[src/rtl/id_ex_pipe_reg.sv]
// Decode->execute pipeline register: valid/ready handshake, synchronous flush and
// an optional two-entry skid buffer so a stall never forms a combinational ready path.
module id_ex_pipe_reg #(
  parameter int CTRL_W = 24,
  parameter int DATA_W = 128,
  parameter int SKID   = 1
) (
  input  logic              clk,
  input  logic              reset,
  input  logic              flush,
  input  logic              in_valid,
  output logic              in_ready,
  input  logic [CTRL_W-1:0] in_ctrl,
  input  logic [DATA_W-1:0] in_data,
  output logic              out_valid,
  input  logic              out_ready,
  output logic [CTRL_W-1:0] out_ctrl,
  output logic [DATA_W-1:0] out_data,
  output logic [1:0]        occupancy
);

  logic              main_valid, skid_valid;
  logic [CTRL_W-1:0] main_ctrl, skid_ctrl;
  logic [DATA_W-1:0] main_data, skid_data;
  logic              accept, pop;

  // With the skid entry, ready depends only on a register, never on out_ready.
  assign in_ready  = (SKID != 0) ? ~skid_valid : (~main_valid | out_ready);
  assign accept    = in_valid & in_ready & ~flush;
  assign pop       = main_valid & out_ready;

  assign out_valid = main_valid;
  assign out_ctrl  = main_ctrl & {CTRL_W{main_valid}};
  assign out_data  = main_data;
  assign occupancy = {1'b0, main_valid} + {1'b0, skid_valid};

  always_ff @(posedge clk or posedge reset) begin
    if (reset) begin
      main_valid <= 1'b0;
      skid_valid <= 1'b0;
      main_ctrl  <= '0;
      skid_ctrl  <= '0;
      main_data  <= '0;
      skid_data  <= '0;
    end else if (flush) begin
      // Data is left in place; only control is scrubbed so no stale enable survives.
      main_valid <= 1'b0;
      skid_valid <= 1'b0;
      main_ctrl  <= '0;
      skid_ctrl  <= '0;
    end else if (SKID != 0) begin
      if (!main_valid || pop) begin
        if (skid_valid) begin
          main_valid <= 1'b1;
          main_ctrl  <= skid_ctrl;
          main_data  <= skid_data;
          skid_valid <= 1'b0;
        end else if (accept) begin
          main_valid <= 1'b1;
          main_ctrl  <= in_ctrl;
          main_data  <= in_data;
        end else begin
          main_valid <= 1'b0;
        end
      end else if (accept) begin
        skid_valid <= 1'b1;
        skid_ctrl  <= in_ctrl;
        skid_data  <= in_data;
      end
    end else begin
      if (accept) begin
        main_valid <= 1'b1;
        main_ctrl  <= in_ctrl;
        main_data  <= in_data;
      end else if (pop) begin
        main_valid <= 1'b0;
      end
    end
  end

endmodule

[config.mk]
export PLATFORM = sky130hd
export DESIGN_NAME = id_ex_pipe_reg
export DESIGN_NICKNAME = d
export VERILOG_FILES = /design/src/rtl/id_ex_pipe_reg.sv
export SDC_FILE = /design/constraint.sdc
export NUM_CORES = 1
export LEC_CHECK = 0
export ABC_CLOCK_PERIOD_IN_PS = 17200
export BUFFER_PORTS_ARGS = -buffer_cell sky130_fd_sc_hd__buf_2
export CAP_MARGIN = 20
export CORE_ASPECT_RATIO = 1.75
export CORE_MARGIN = 8
export CORE_UTILIZATION = 50
export DETAILED_ROUTE_END_ITERATION = 7
export GPL_TIMING_DRIVEN = 1
export HOLD_SLACK_MARGIN = 0.05
export PLACE_DENSITY = 0.75
export SLEW_MARGIN = 20
export SYNTH_ARGS = -nofsm -noshare
export SYNTH_HDL_FRONTEND = slang
export SYNTH_SLANG_ARGS = --single-unit
[constraint.sdc]
create_clock -name clk -period 17.2 [get_ports clk]
set_input_delay 1.72 -clock clk [delete_from_list [all_inputs] [get_ports clk]]
set_output_delay 1.72 -clock clk [all_outputs]
set_load 0.03 [all_outputs]
## Yosys cells after proc, flatten, opt, wreduce, memory -nomap -nowiden

Cells that the tools add are included.

| storage, ports and cells | value |
|---|---|
| ROM bits | 0 |
| register bits after elaboration | 306 |
| input port bits | 157 |
| output and inout bits | 156 |
| latch bits | 0 |
| memory bits (writable) | 0 |
| word-level logic and storage cells | 41 |
| memories kept | 0 |

| cells by class | value |
|---|---|
| mux-type cells | 15 |
| shifts and indexed selects | 0 |
| div/mod/pow operators | 0 |
| multipliers | 0 |
| reductions and logical operators | 11 |
| bitwise gates (word level) | 7 |
| $add $sub $neg | 1 |
| $lt $le $gt $ge | 0 |
| equality and inequality tests | 1 |

Operators by type and width:

| kind | number |
|---|---|
| 128-bit 2-to-1 mux | 2 |
| 24-bit 2-to-1 mux | 6 |
| 24-bit bitwise AND | 1 |
| 1-bit 2-to-1 mux | 7 |
| 3-bit AND reduction | 2 |
| 2-bit nonzero test | 3 |
| 3-bit nonzero test | 2 |
| 2-bit AND reduction | 2 |
| 1-bit bitwise AND | 3 |
| 1-bit NOT | 3 |
| 1-bit by 1-bit adder with 2-bit output | 1 |
| 2-bit != test (second input constant) | 1 |
| 1-bit logical NOT | 1 |
| 1-bit logical OR | 1 |

## Longest topological paths before layout

| logic depth | value |
|---|---|
| depth after elaboration | 7 |
| mapped depth | 6 |
| mapped depth without buffers | 3 |

## Least setup slack after synthesis

OpenSTA, ideal clock, no wires.

| timing path | value |
|---|---|
| path type | input to register |
| from | input flush |
| to | register skid_data[112] |
| path slack | 14.139 ns |
| setup time | 0.125 ns |
| arrival | 2.937 ns |
| buffers on the path | 1 |
| stages | 4 |
| required time | 17.075 ns |
| path through | or3b_1 > nor3b_2 > buf_2 > mux2_2 |

| on the way | value |
|---|---|
| word-level cells in the longest chain between the ends | 3 |

RTL lines:

| item | RTL line | source |
|---|---|---|
| start, declared | 10 | `input logic flush,` |
| 1-bit NOT (no line) * | - |  |
| 1-bit bitwise AND | 29 | `assign accept = in_valid & in_ready & ~flush;` |
| 3-bit AND reduction (no line) * | - |  |
| end signal, assigned | 68 | `skid_data <= in_data;` |
| end, declared | 24 | `logic [DATA_W-1:0] main_data, skid_data;` |

Mark *: on every way between the ends. The rest lies on a longest branch, timed or not.
A chain may end at the register's enable or synchronous reset.

## Worst setup path after layout

| timing path | value |
|---|---|
| from | register skid_valid |
| to | output in_ready |

| on the way | value |
|---|---|
| word-level cells in the longest chain between the ends | 1 |

RTL lines:

| item | RTL line | source |
|---|---|---|
| start, declared | 22 | `logic main_valid, skid_valid;` |
| start signal, assigned | 40 | `skid_valid <= 1'b0;` |
| start signal, assigned | 48 | `skid_valid <= 1'b0;` |
| start signal, assigned | 57 | `skid_valid <= 1'b0;` |
| 1-bit NOT | 28 | `assign in_ready = (SKID != 0) ? ~skid_valid : (~main_valid \| out_ready);` |
| end, declared | 12 | `output logic in_ready,` |

No other way between the ends.

==> run metrics <==
RSZ-0062 raised after global routing=false; synthesized area per cell=15.61 µm²; hold depth=1; HP Class=reg2reg; leak pwr=0.007786 µW; first-pass GRT wire length=50.38 mm; post-DP HPWL=21.61 mm; Layout area overhead=20.32%; Die Span Y=233.5 µm; WP data required=15.48 ns; Max Fclk=0.2243 GHz; layout cells sized above 1=64.01%; startpoint types=flop; hold buffers post-CTS=0; most frequent cells in the layout=314 x mux2_2, 312 x buf_2, 305 x dfrtp_1; H-tree depth=1; Avg WL per Cell=20.94 µm; vias after detailed routing=8215; Final Net Count=1319; Die ar.=32750 µm²; initial antenna violation count=10; Die Width=140.3 µm; final setup vio count=0; Final Cycle Share=25.92%; CTS Buffer Depth=3; number of routed nets with antenna violations=0; Syn Nets=1024; register area share after synthesis=56.66%; CTS tree=built; Worst-Margin Slew=1.042 ns; Power Density=126.0 nW/µm²; R2R cell count=6; io pins=313; vias per cell=5.426; Rows=79; TritonCTS Buffers=29; Pre-Repair DR Iteration Count=4; FF+latch count, synth=306; post-CTS setup buffers=0; total negative slack=0 ns; final wirelength=31.71 mm; Sink Count=306; GRT Util Overall=19.22%; pins over their slew limit=0; Mapped Cells=866; Post-route DRC=0; clk slew on worst S/H paths=0.06 ns; Worst setup EP type=output port; Placement Cell Area=15280 µm²; Max Cap Viol=0; CP Class=reg2out; core area=26590 µm²; Mapped Area=13510 µm²; crit path time final=4.458 ns; Gates resized, CTS repair=0; most common cell after layout, fill and taps aside=mux2_2; critical-path maximum fanout=56; distinct cell type count after synthesis=26; initial DRC count=231; design area=16260 µm²; GRT overflow=0; Port-buffer cells=312; RePlAce Congestion=0.7865; CP Data Arrival Time=2.74 ns; outcome=completed; Yosys warnings=0; Worst VDD drop=0.1031 mV; initial core utilization=50.83%; EDFF count, synth=0; vias in the first global route=9044; Synth Flop Type=dfrtp_1; final worst clock skew=0.01164 ns; Clock Tree Root=clkbuf_16; asr flop ratio synth=100.0%; final hold violation count=0; Slew HR=30.53%; pin count of the biggest net entering global routing=168; worst skew pair latency=0.54 ns
-- where the power goes --
part / internal (µW) / leakage, µW / total [µW] / switching [µW]
clock: 362 / 0.000458 / 632 / 269
sequential: 871 / 0.00375 / 952 / 81.7
combinational: 219 / 0.00357 / 464 / 246
total: 1450 / 0.00779 / 2050 / 597
-- critical path, stage by stage, from the launching register on --
cell	delay [ns]
dfrtp_4	0.81
buf_4	0.76
inv_1	0.31
buf_2	0.28
-- metrics by stage --
stage	hold WS (ns)	util (%)	setup slack (ns)	power (µW)	instances
after floorplan	0.4420	-	7.021	1283	866
after global placement	0.4544	57.46	12.59	1415	1453
after detailed placement	0.4624	57.46	12.58	1432	1453
after CTS	0.4765	60.97	12.74	2074	1504
after global routing	0.4862	61.15	12.58	2143	1514
final	0.4785	61.15	12.74	2048	1514
-- synth_stat cells (7+ instances only) --
master,number,area [µm²]
a22o_1,24,210.2
clkbuf_1,17,63.81
dfrtp_1,306,7657
and2_1,24,150.1
mux2_4,70,1051
mux2_2,314,3536
buf_6,8,90.09
o2bb2ai_1,16,140.1
buf_1,7,26.28
a21o_1,8,60.06
buf_2,25,125.1
mux2i_1,24,240.2
nor4_1,8,50.05
-- state kept, by name, indices dropped and copies added (netlist names) --
| name | cells |
|---|---|
| out_data | 128 |
| skid_data | 128 |
| main_ctrl | 24 |
| skid_ctrl | 24 |
| out_valid | 1 |
| skid_valid | 1 |
-- path summary, 6_finish.rpt --
check	start	endpoint	slack (ns)
hold / removal	main_ctrl[17]$_DFFE_PP0P_	main_ctrl[17]$_DFFE_PP0P_	0.48
min in group asynchronous	reset	out_data[44]$_DFFE_PP0P_	1.14
setup / recovery	skid_valid$_DFFE_PP0P_	in_ready	12.74
max in group asynchronous	reset	main_ctrl[0]$_DFFE_PP0P_	14.84
setup reg to reg	skid_valid$_DFFE_PP0P_	skid_data[110]$_DFFE_PP0P_	12.87
hold reg to reg	main_ctrl[17]$_DFFE_PP0P_	main_ctrl[17]$_DFFE_PP0P_	0.48
-- area by class of cell --
| class | instances | area, µm² |
|---|---|---|
| Fill cell | 2061 | 10330 |
| Sequential cell | 306 | 7661 |
| Multi-Input combinational cell | 500 | 5554 |
| Timing Repair Buffer | 322 | 1669 |
| Clock buffer | 42 | 824.5 |
| Tap cell | 324 | 405.4 |
| Clock inverter | 9 | 108.9 |
| Antenna cell | 9 | 22.52 |
| Inverter | 2 | 15.01 |
-- kinds of logic (layout without fill, tap and decap cells) --
family	count (synthesis)	after routing	share of synthesized area [%]
compound gates	50	50	3.157
fa+ha+maj	1	1	0.09257
buf+inv	60	375	2.370
flops	306	306	56.66
mux	408	408	35.72
other cells	0	9	0
simple gates	41	41	2.000
-- routing by layer --
layer	routed length (µm)	share of wire, %	global-route usage [%]	up-vias
li1	-	-	-	3724
met1	12130	38	22.11	4184
met5	10	0.032	0	-
met2	16380	52	33.51	241
met4	1263	4.0	9.342	2
met3	1921	6.1	3.986	64
Note: power is estimated with default switching activity, not from simulation.
